`config.mk`:
```
export PLATFORM = sky130hd
export DESIGN_NAME = onehot_pulse_decoder
export DESIGN_NICKNAME = d
export VERILOG_FILES = /design/src/rtl/onehot_pkg.sv /design/src/rtl/onehot_pulse_decoder_bin2onehot.sv /design/src/rtl/onehot_pulse_decoder.sv
export SDC_FILE = /design/constraint.sdc
export NUM_CORES = 1
export LEC_CHECK = 0
export CAP_MARGIN = 5
export CORE_UTILIZATION = 35
export DETAILED_ROUTE_END_ITERATION = 10
export GPL_TIMING_DRIVEN = 0
export PLACE_DENSITY = 0.72
export SETUP_SLACK_MARGIN = 0.5
export SLEW_MARGIN = 20
export SYNTH_ARGS = -nofsm -noshare
export SYNTH_HDL_FRONTEND = slang
export SYNTH_HIERARCHICAL = 1
export SYNTH_SLANG_ARGS = --single-unit
```
`constraint.sdc`:
```
create_clock -name clk -period 3.1 [get_ports clk]
set_input_delay 0.62 -clock clk [delete_from_list [all_inputs] [get_ports clk]]
set_output_delay 0.62 -clock clk [all_outputs]
set_load 0.03 [all_outputs]
```
`src/rtl/onehot_pkg.sv`:
```
// onehot_pkg: shared types and helpers for the one-hot pulse decoder family.
//   state_t    - decoder FSM state {IDLE, DRIVE}
//   out_w()    - one-hot bus width for a given binary code width
//   onehot_of()- reference one-hot of a code, wide enough for any IN_W <= 8
package onehot_pkg;

    typedef enum logic {IDLE = 1'b0, DRIVE = 1'b1} state_t;

    localparam int MAX_OUT_W = 256;

    function automatic int out_w(input int in_w);
        return 1 << in_w;
    endfunction

    function automatic logic [MAX_OUT_W-1:0] onehot_of(input int unsigned code);
        return MAX_OUT_W'(1) << code;
    endfunction

endpackage

```
`src/rtl/onehot_pulse_decoder_bin2onehot.sv`:
```
// bin2onehot: purely combinational IN_W -> 2**IN_W binary-to-one-hot decoder.
//   code - binary index
//   out  - exactly one bit set, at position code
module bin2onehot #(
    parameter int IN_W = 3
) (
    input  logic [IN_W-1:0]      code,
    output logic [(1<<IN_W)-1:0] out
);

    for (genvar i = 0; i < (1 << IN_W); i++) begin : g_bit
        assign out[i] = (code == IN_W'(i));
    end

endmodule

```
`src/rtl/onehot_pulse_decoder.sv`:
```
// onehot_pulse_decoder: accepts a binary code over valid/ready and drives the
// matching one-hot line for max(hold,1) cycles, then returns the bus to zero.
//   clk, rst_n        - clock, asynchronous active-low reset
//   enable            - low forces idle, zero output, no accepts
//   in_valid/in_ready - input handshake; in_code/in_hold carried with it
//   out               - one-hot bus, all-zero when idle
//   out_valid         - high exactly when out is non-zero
//   done              - high on the final cycle of each completed pulse
module onehot_pulse_decoder
    import onehot_pkg::*;
#(
    parameter int IN_W   = 3,
    parameter int HOLD_W = 4
) (
    input  logic                     clk,
    input  logic                     rst_n,
    input  logic                     enable,
    input  logic                     in_valid,
    output logic                     in_ready,
    input  logic [IN_W-1:0]          in_code,
    input  logic [HOLD_W-1:0]        in_hold,
    output logic [out_w(IN_W)-1:0]   out,
    output logic                     out_valid,
    output logic                     done
);

    state_t              state, state_nx;
    logic [IN_W-1:0]     code_q, code_nx;
    logic [HOLD_W-1:0]   cnt, cnt_nx;
    logic [out_w(IN_W)-1:0] dec;
    logic                last, accept;

    bin2onehot #(.IN_W(IN_W)) u_dec (.code(code_q), .out(dec));

    assign last      = (cnt == '0);
    // rst_n gates ready so nothing looks acceptable while reset is held
    assign in_ready  = rst_n && enable && (state == IDLE || last);
    assign accept    = in_valid && in_ready;
    assign out_valid = (state == DRIVE);
    assign out       = out_valid ? dec : '0;
    assign done      = out_valid && last;

    always_comb begin
        state_nx = state;
        code_nx  = code_q;
        cnt_nx   = cnt;
        if (!enable) begin
            state_nx = IDLE;
            cnt_nx   = '0;
        end else if (accept) begin
            // reload also covers the done cycle, giving gap-free back-to-back pulses
            state_nx = DRIVE;
            code_nx  = in_code;
            cnt_nx   = (in_hold == '0) ? '0 : in_hold - HOLD_W'(1);
        end else if (state == DRIVE) begin
            state_nx = last ? IDLE : DRIVE;
            cnt_nx   = last ? cnt : cnt - HOLD_W'(1);
        end
    end

    always_ff @(posedge clk or negedge rst_n) begin
        if (!rst_n) begin
            state  <= IDLE;
            code_q <= '0;
            cnt    <= '0;
        end else begin
            state  <= state_nx;
            code_q <= code_nx;
            cnt    <= cnt_nx;
        end
    end

endmodule
```
==> results by group, run 1 <==
Route
  – Met2 wire length: ~710 um
  – 1st-iter DRT viols: 14
  – Number of detailed-route iterations in the first pass: 4
  – Uppermost layer routed: met4
  – Met1 WL: between 600 and 700 um
  – Post-DRT Antenna Nets: 0
  – Wire per inst: approximately 12 um
  – Via density per instance: 5.06
  – Final WL: 1.41 mm
  – Routed via count: 602
  – Met3 wire len: 63 um
  – DR DRC count: 0

GRT
  – Tot GR Track Use: approximately 16%
  – Initial antenna violation count: 0
  – First-pass GRT wire length: roughly 2.5 mm
  – GRT overflow: 0
  – Largest net degree at the start of global routing: 12
  – Vias in the first global route: approximately 600

Logic synthesis
  – Synth top cells by count: and2_1 (8), dfrtp_1 (8), inv_1 (5), nor3b_1 (5)
  – Post-synth top area share: about 30%
  – Post-synth net total: 85
  – #FFs+latches synth: 8
  – Number of synthesis warnings: 6
  – Async SR Flop Fraction: between 90% and 100%
  – Post-Syn Instances: 70
  – Post-Syn Area: roughly 670 um^2
  – Main synth FF type: dfrtp_1
  – EDFF count, synth: 0
  – Avg Inst Size Synth: approximately 9.6 um^2
  – Area leader, netlist: dfrtp_1
  – Yosys cell types: 28
  – Sequential fraction of the synthesis area: 29.9%
  – Synth top area cells: dfrtp_1 (30%), and2_1 (7.5%), ha_1 (7.5%)

Clock tree
  – CTS sink count: 8
  – Clk pin slew, worst setup/hold paths: around 0.060 ns
  – CTS H-Tree Depth: 1
  – Post CTS Setup Buffer Count: 0
  – Clock Root Buffer: clkbuf_4
  – Longest Clk Path Bufs: 2
  – Clock Latency Late Sink: about 0.25 ns
  – Num CTS Buffers: 3
  – Post-CTS Hold Fix Bufs: 0
  – CTS tree: built

Layout
  – Share of cells above drive strength 1: between 15 and 20%
  – Fillers: approximately 180
  – P&R area growth vs syn: 41.0%
  – # diodes: 0
  – Final nets: 111

Worst setup path
  – Register-to-register setup slack: 1.29 ns
  – Crit-path max FO: 7
  – Startpoint Class: flop
  – CP endpoint kind: output port
  – CP required: between 2 and 2.5 ns
  – WS Path Type: flop to output port
  – Reg2reg path depth: 6
  – Crit path DAT: between 1.5 and 2 ns
  – Reg-to-Reg End: code_q[1]
  – Critical R2R Launch: cnt[0]

Power
  – Flop pwr share: a little over two fifths
  – Net Sw Frac: between 30% and 40%
  – Logic gate share of total power: between 30% and 40%
  – Pleak: between 0.4 and 0.5 nW
  – Peak supply drop: roughly 0.19 mV
  – Pwr/cell area: 366 nW/um^2
  – Clk pwr share: a little under a quarter
  – Switching power total: ~0.11 mW
  – Pint: around 0.23 mW
  – Pwr Total: 0.347 mW

Die
  – Die Width: 45.8 um
  – Die Height: roughly 46 um
  – Die area: 2100 um^2
  – Initial Util: between 30% and 40%
  – I/O pins: 22
  – Core area: 1760 um^2
  – # rows: 15

STA
  – Post-route setup slack: about 0.65 ns
  – Final Cycle Share: between 70% and 80%
  – Max-slew headroom: roughly 70%
  – Clock skew: roughly 0.0032 ns
  – Final setup vio count: 0
  – TNS Setup: 0 ns
  – Final min period: roughly 2.4 ns
  – Slew Limit Fails: 0
  – Max Clock Freq: 0.409 GHz
  – Worst Max-Slew Pin Slew: between 0.4 and 0.5 ns
  – Unrepaired setup endpoints after global routing: false
  – Hold_ws: ~0.42 ns
  – Hold Violations, Final: 0

Placed design
  – RePlAce Congestion: ~0.78
  – IO Port Bufs: 21
  – HPWL after detailed placement: between 1 and 1.5 mm
  – Worst slack, placed: roughly 0.16 ns

Hold path
  – Hold Crit Class: input pin to asynchronous set/reset pin

Run
  – Maxcap violations: 0

Outcome
  – Outcome: finished clean
layout by cell type, fill, tap and decap left out, types with 3 or more instances in the layout:
cell / instances
nor3_1: 4
nor2b_1: 3
clkdlybuf4s50_1: 18
inv_1: 5
clkbuf_4: 3
dfrtp_1: 8
and3b_2: 3
and2_1: 8
ha_1: 4
mux2_4: 3
nor3b_1: 5
nand2_1: 4
metal layers:
metal / GRT usage (%) / vias to the layer above
met3: 2.78 / 2
met4: 7.06 / 0
met1: 19.9 / 275
met2: 28.6 / 21
met5: 0 / -
li1: - / 304
power by group through the flow:
stage          combinational [mW]  sequential (mW)  clock (mW)
2_1_floorplan              0.0822            0.139           0
6_report                    0.122            0.144      0.0803
4_1_cts                     0.122            0.144      0.0836
3_5_place_dp                0.122            0.145           0
5_1_grt                     0.135            0.149      0.0902
3_3_place_gp                0.120            0.144           0
critical path, stage by stage, from the launching register on:
cell           delay, ns
dfrtp_1             0.41
inv_1               0.09
ha_1                0.19
nand2b_4            0.08
o21ai_4             0.22
and3_1              0.18
dlygate4sd2_1       0.40
flip-flops by register name, summed over array words and instances (netlist names):
name and count:
code_q 3, cnt 4, out_valid 1
metrics by stage:
step                area (um^2)  instances  util, %
finish                      946        119     53.6
global route                946        119     53.6
CTS                         936        119     53.0
detailed placement          912        116     51.7
global placement            912        116     51.7
floorplan                   671         70        -
cells by family after synthesis:
family	synth area share, %
flip-flops	29.9
AO/OA/AOI/OAI	14.6
AND/OR/NAND/NOR	36.6
adder cells (fa/ha/maj)	7.46
multiplexers	8.21
buffers and inverters	3.36
final cells by class:
cell class                 instances  area (um^2)  share of cell area [%]
multi-input combinational         56          459                    48.5
sequential                         8          200                    21.2
clock buffer                       3         22.5                    2.38
tap                               25         31.3                    3.31
inverter                           5         18.8                    1.98
timing repair buffer              21          210                    22.2
buffer                             1         3.75                   0.397
what timing repair did:
| item | in CTS | in global routing |
|---|---|---|
| gates resized for setup | 3 | 2 |
| setup endpoints to repair | 1 | 2 |
| cloned | 0 | 0 |
how the worst max path moves through the flow:
stage / from / end / slack, ns / depth (start not counted)
2_1_floorplan: out_valid / done / 0.93 / 2
5_1_grt: out_valid / out[5] / 0.51 / 3
3_5_place_dp: rst_n / in_ready / 0.16 / 3
6_report: cnt[0] / in_ready / 0.65 / 6
3_3_place_gp: rst_n / in_ready / 0.17 / 3
4_1_cts: cnt[0] / done / 0.55 / 5
(Power assumes the default switching activity.)
==> run 2: changes to the inputs <==
--- a/config.mk
+++ b/config.mk
@@ -9,7 +9,7 @@
 export CORE_UTILIZATION = 35
 export DETAILED_ROUTE_END_ITERATION = 10
 export GPL_TIMING_DRIVEN = 0
-export PLACE_DENSITY = 0.72
+export PLACE_DENSITY = 0.74
 export SETUP_SLACK_MARGIN = 0.5
 export SLEW_MARGIN = 20
 export SYNTH_ARGS = -nofsm -noshare
==> constraint.sdc (replaced) <==
create_clock -name clk -period 2 [get_ports clk]
set_input_delay 0.4 -clock clk [delete_from_list [all_inputs] [get_ports clk]]
set_output_delay 0.4 -clock clk [all_outputs]
set_load 0.03 [all_outputs]
==> results by group, run 2 (same netlist as run 1, synthesis figures left out) <==
Outcome
  – Outcome: finished clean

Clock tree
  – Clk pin slew, worst setup/hold paths: ~0.06 ns
  – Post-CTS Hold Fix Bufs: 0
  – CTS H-Tree Depth: 1
  – CTS sink count: 8
  – CTS tree: built
  – Clock Latency Late Sink: 0.26 ns
  – Clock Root Buffer: clkbuf_4
  – Longest Clk Path Bufs: 2
  – Num CTS Buffers: 3

STA
  – Clock skew: around 0.0025 ns
  – Max Clock Freq: 0.548 GHz
  – Final setup vio count: 0
  – Slew Limit Fails: 0
  – Final Cycle Share: around nine tenths
  – Unrepaired setup endpoints after global routing: true
  – Worst Max-Slew Pin Slew: between 0.3 and 0.4 ns
  – Hold Violations, Final: 0
  – Max-slew headroom: roughly four fifths
  – Final min period: ~1.8 ns

Die
  – Initial Util: a little under two fifths
  – Core area: 1760 um^2
  – Die Width: roughly 46 um
  – # rows: 15
  – I/O pins: 22
  – Die area: approximately 2100 um^2
  – Die Height: 45.8 um

Placed design
  – Placed insts: 116
  – RePlAce Congestion: roughly 0.76
  – IO Port Bufs: 21
  – Placed cell areas: 930 um^2
  – HPWL after detailed placement: around 1.2 mm

Worst setup path
  – Startpoint Class: flop
  – WS Path Type: flop to output port
  – Crit-path max FO: 4
  – CP endpoint kind: output port
  – CP required: 1.60 ns
  – CP delay by family, top: flip-flops
  – Cells along the critical path: inv_2, ha_4, nand2b_4, o21ai_4, and3_4, buf_6
  – Crit-path max cell delay: between 0.3 and 0.4 ns
  – Crit path DAT: ~1.4 ns
  – WP buf/inv: 2
  – Critical path's slowest cell: dfrtp_1

Power
  – Pwr/cell area: slightly below 600 nW/um^2
  – Net Sw Frac: roughly a third
  – Pint: 0.466 mW
  – Clk pwr share: ~20%
  – Logic gate share of total power: between 40% and 50%
  – Peak supply drop: about 0.30 mV
  – Pleak: between 0.5 and 0.6 nW
  – Switching power total: around 0.23 mW
  – Flop pwr share: 30.9%

Layout
  – Final nets: between 100 and 150
  – Fillers: between 150 and 200
  – P&R area growth vs syn: 78.4%
  – Area occupied by multi-input gates: about 550 um^2
  – Final Cell Area: about 1200 um^2
  – Max reg flops: 4
  – Largest Register: cnt
  – Most frequent cells in the layout: buf_6 (15), buf_4 (12), clkdlybuf4s50_1 (6)
  – Reg area: 205 um^2
  – Non-filler cells, final: 137
  – Most common cell after layout, fill and taps aside: buf_6
  – Share of cells above drive strength 1: approximately 64%
  – # diodes: 0

Route
  – Routed via count: between 700 and 800
  – Number of detailed-route iterations in the first pass: 4
  – 1st-iter DRT viols: 12
  – Final WL: approximately 1.9 mm
  – Post-DRT Antenna Nets: 0
  – Via density per instance: roughly 5.2
  – DR DRC count: 0
  – Wire per inst: 14.0 um

GRT
  – Vias in the first global route: roughly 630
  – First-pass GRT wire length: roughly 2.7 mm
  – Largest net degree at the start of global routing: 12
  – Tot GR Track Use: 18.2%
  – Initial antenna violation count: 0
  – GRT overflow: 0

Hold path
  – Hold Crit Class: input pin to asynchronous set/reset pin

Run
  – Maxcap violations: 0
## run 2: cell count changes in the layout (fill, tap and decap cells not counted), moves of 5 or more
cell / delta
and2_4: +5
buf_6: +15
clkdlybuf4s50_1: -12
buf_4: +12
and2_1: -5
## run 2: cell type report
type	instances	area share [%]
inverter	5	1.57
clock buffer	4	2.20
buffer	1	0.628
multi-input combinational	56	45.8
tap	25	2.62
timing repair buffer	38	30.0
sequential	8	17.2
## run 2: power groups by stage
| stage | clock (mW) | combinational, mW | sequential, mW |
|---|---|---|---|
| floorplan | 0 | 0.132 | 0.217 |
| global placement | 0 | 0.189 | 0.224 |
| detailed placement | 0 | 0.192 | 0.228 |
| CTS | 0.136 | 0.241 | 0.217 |
| global route | 0.155 | 0.370 | 0.218 |
| finish | 0.138 | 0.346 | 0.217 |
## run 2: final timing paths
check                           startpoint   endpoint  slack [ns]  cells past startpoint
worst min-delay path                 rst_n  code_q[0]        0.09                      1
worst max-delay path                cnt[0]   in_ready        0.17                      6
max in group asynchronous            rst_n  out_valid        1.67                      1
worst min register to register      cnt[0]     cnt[0]        0.59                      2
min in group clk                in_hold[0]     cnt[0]        0.52                      3
worst max register to register      cnt[0]  code_q[1]        0.29                      6
## run 2: routing by layer
layer / up-vias / routed length, um / GRT usage [%]
li1: 342 / - / -
met1: 334 / 729 / 19.0
met2: 24 / 1050 / 34.9
met3: 6 / 83 / 2.78
met4: 0 / 52 / 8.82
met5: - / 0 / 0
## run 2: repair_timing
action                     4_1_cts  5_1_grt
gates resized for setup         84       40
pin swaps                        6        9
setup buffers                    9        8
setup endpoints to repair       19       18
## run 2: stage by stage
stage               setup WS [ns]  hold slack, ns  power [mW]  utilization [%]  TNS [ns]
global placement           -0.496           0.500       0.413             52.7     -2.07
floorplan                   0.283           0.104       0.348                -         0
CTS                         0.163          0.0946       0.595             58.2         0
global route                0.119          0.0943       0.743             67.8         0
detailed placement         -0.496           0.509       0.420             52.7     -2.14
finish                      0.175          0.0938       0.701             67.8         0
==> run 3: changes to the inputs <==
--- a/config.mk
+++ b/config.mk
@@ -9,10 +9,9 @@
 export CORE_UTILIZATION = 35
 export DETAILED_ROUTE_END_ITERATION = 10
 export GPL_TIMING_DRIVEN = 0
-export PLACE_DENSITY = 0.74
+export PLACE_DENSITY = 0.76
 export SETUP_SLACK_MARGIN = 0.5
 export SLEW_MARGIN = 20
 export SYNTH_ARGS = -nofsm -noshare
 export SYNTH_HDL_FRONTEND = slang
-export SYNTH_HIERARCHICAL = 1
 export SYNTH_SLANG_ARGS = --single-unit
==> results by group, run 3 <==
Outcome
  – Outcome: finished with violations
  – Failing checks: design-rule violations

Logic synthesis
  – Post-Syn Area: between 600 and 700 um^2
  – Main synth FF type: dfrtp_1
  – Mux contribution to synthesized area: 9.02%
  – Async SR Flop Fraction: between 90% and 100%
  – Synth top cells by count: dfrtp_1 (8), nor2_1 (7), nand2_1 (6)
  – Avg Inst Size Synth: a little over 9 um^2
  – Post-Synth Adder-Cell Area: under 10%
  – Yosys cell types: 26
  – Sequential fraction of the synthesis area: between 30% and 40%
  – Synth top area cells: dfrtp_1 (33%), ha_1 (8.2%), mux2_4 (7.4%)
  – EDFF count, synth: 0
  – Post-synth top area share: roughly a third
  – Post-Syn Instances: 66
  – Synth Area in XOR/XNOR: 0%
  – Synth Area in Compound Gates: between 15 and 20%
  – #FFs+latches synth: 8
  – Number of synthesis warnings: 0
  – Count leader, synth: dfrtp_1
  – Synth Area in Simple Gates: a little under a third
  – Largest family of logic cells by synthesized area: simple AND/OR/NAND/NOR gates
  – Area leader, netlist: dfrtp_1
  – Post-synth net total: between 80 and 90

GRT
  – Vias in the first global route: roughly 590
  – Tot GR Track Use: between 10% and 20%
  – GRT overflow: 0
  – Initial antenna violation count: 0
  – GR Util met1: a little over a fifth
  – Largest net degree at the start of global routing: 12
  – GR Util met2: roughly a third
  – Busiest grt layer: met2
  – Met3 Use GR: under 10%
  – First-pass GRT wire length: about 2.6 mm

Hold path
  – Hold Crit Class: input pin to asynchronous set/reset pin

Run
  – Maxcap violations: 0

Clock tree
  – Clock Latency Late Sink: ~0.25 ns
  – CTS sink count: 8
  – Num CTS Buffers: 3
  – Clock Root Buffer: clkbuf_4
  – CTS H-Tree Depth: 1
  – CTS tree: built
  – Post-CTS Hold Fix Bufs: 0
  – Longest Clk Path Bufs: 2
  – Clk pin slew, worst setup/hold paths: ~0.06 ns

Layout
  – P&R area growth vs syn: 86.5%
  – Most frequent cells in the layout: buf_6 (13), buf_4 (11), nor2_4 (6), clkdlybuf4s50_1 (6), dfrtp_1 (5)
  – Final nets: 121
  – # diodes: 0
  – Largest Register: cnt
  – Share of cells above drive strength 1: approximately 60%
  – Fillers: 129
  – Max reg flops: 4
  – Final Cell Area: around 1100 um^2
  – Most common cell after layout, fill and taps aside: buf_6

Worst setup path
  – Startpoint Class: flop
  – Cells along the critical path: inv_2, ha_4, nand2b_4, buf_4, nor3b_2, buf_4
  – Critical path's slowest cell: dfrtp_1
  – Crit-path max cell delay: 0.40 ns
  – Reg-to-Reg End: code_q[1]
  – CP required: 1.60 ns
  – WS Path Type: flop to output port
  – Critical R2R Launch: cnt[0]
  – Crit path DAT: between 1 and 1.5 ns
  – Most used cell, CP: buf_4
  – Register-to-register setup slack: between 0.2 and 0.3 ns
  – CP endpoint kind: output port
  – Crit-path max FO: 4
  – Reg2reg path depth: 6

STA
  – Final min period: ~1.8 ns
  – Hold_ws: roughly 0.10 ns
  – Max Clock Freq: about 0.55 GHz
  – Max-slew headroom: between 70 and 80%
  – TNS Setup: 0 ns
  – Hold Violations, Final: 0
  – Clock skew: around 0.0028 ns
  – Unrepaired setup endpoints after global routing: true
  – Final setup vio count: 0
  – Final Cycle Share: about nine tenths
  – Worst Max-Slew Pin Slew: approximately 0.31 ns
  – Slew Limit Fails: 0

Die
  – Initial Util: between 30% and 40%
  – Die Width: roughly 44 um
  – Core area: between 1500 and 2000 um^2
  – Die Height: 43.8 um
  – # rows: 14
  – Die area: 1920 um^2
  – I/O pins: 22

Power
  – Pwr/cell area: roughly 590 nW/um^2
  – Net Sw Frac: between 30% and 40%
  – Flop pwr share: 33.1%
  – Pwr Total: between 0.6 and 0.7 mW
  – Logic gate share of total power: approximately 47%
  – Pint: between 0.4 and 0.5 mW
  – Peak supply drop: ~0.38 mV
  – Switching power total: between 0.2 and 0.25 mW
  – Clk pwr share: between 20% and 30%
  – Pleak: ~0.49 nW

Placed design
  – HPWL after detailed placement: between 1 and 1.5 mm
  – RePlAce Congestion: ~0.77
  – Placed cell areas: just under 900 um^2
  – IO Port Bufs: 21

Route
  – DR DRC count: 4
  – Routed via count: around 640
  – Number of detailed-route iterations in the first pass: 7
  – Post-DRT Antenna Nets: 0
  – Wire per inst: 14.3 um
  – Via density per instance: roughly 5.3
  – Final WL: between 1.5 and 2 mm
  – 1st-iter DRT viols: 12
run 3: cell count changes in the layout (fill, tap and decap cells not counted), moves of 2 or more:
cell      change
nand2b_4      +3
inv_1         +2
and2_1        -3
inv_2         -2
and3b_2       -3
nor2_4        +6
buf_6         -2
and2_4        -5
nor3b_2       -3
run 3: how the worst max path moves through the flow:
stage                       from         to  slack (ns)  depth (start not counted)
after floorplan           cnt[0]  code_q[0]        0.28                          6
after global placement     rst_n   in_ready       -0.52                          3
after detailed placement   rst_n   in_ready       -0.52                          3
after CTS                 cnt[0]   in_ready        0.16                          6
after global routing      cnt[0]       done         0.1                          6
final                     cnt[0]       done        0.17                          6
run 3: worst max-delay path, delay by kind of cell (launching register included):
kind	cells	cell delay [ns]
fa+ha+maj	1	0.14
buf+inv	3	0.41
flops	1	0.40
simple gates	2	0.22
run 3: timing repair:
item / in CTS / in global routing
hold endpoints to repair: 0 / 0
pin swaps: 7 / 3
gates resized for setup: 84 / 27
endpoints found under the setup margin: 19 / 17
buffers inserted: 11 / 3
run 3: cell families after synthesis:
| kind of cell | Yosys count |
|---|---|
| simple gates | 33 |
| compound gates | 12 |
| flops | 8 |
| fa+ha+maj | 4 |
| buf+inv | 5 |
| mux | 4 |
run 3: power groups by stage:
stage,registers (mW),logic [mW],clock network [mW]
2_1_floorplan,0.217,0.126,0
3_3_place_gp,0.220,0.185,0
3_5_place_dp,0.222,0.188,0
4_1_cts,0.219,0.262,0.142
5_1_grt,0.228,0.338,0.154
6_report,0.224,0.317,0.136
run 3: final cells by class:
cell class                 count  area (um^2)  share of cell area [%]
clock buffer                   4         26.3                    2.31
multi-input combinational     53          541                    47.5
timing repair buffer          35          329                    28.9
sequential                     8          204                    17.9
tap                           16         20.0                    1.76
inverter                       5         18.8                    1.65
run 3: per-layer routing:
metal | vias to the layer above | part of all wire [%]
met5 | - | 0
met4 | 0 | 0.86
met3 | 4 | 4.3
met2 | 24 | 58
met1 | 294 | 36
li1 | 315 | -
run 3: metrics by stage:
step           setup WS (ns)  utilization [%]  cells
2_1_floorplan          0.283                -     66
3_3_place_gp          -0.522             56.6    103
3_5_place_dp          -0.521             56.6    103
4_1_cts                0.163             66.4    118
5_1_grt               0.0966             73.0    121
6_report               0.173             73.0    121
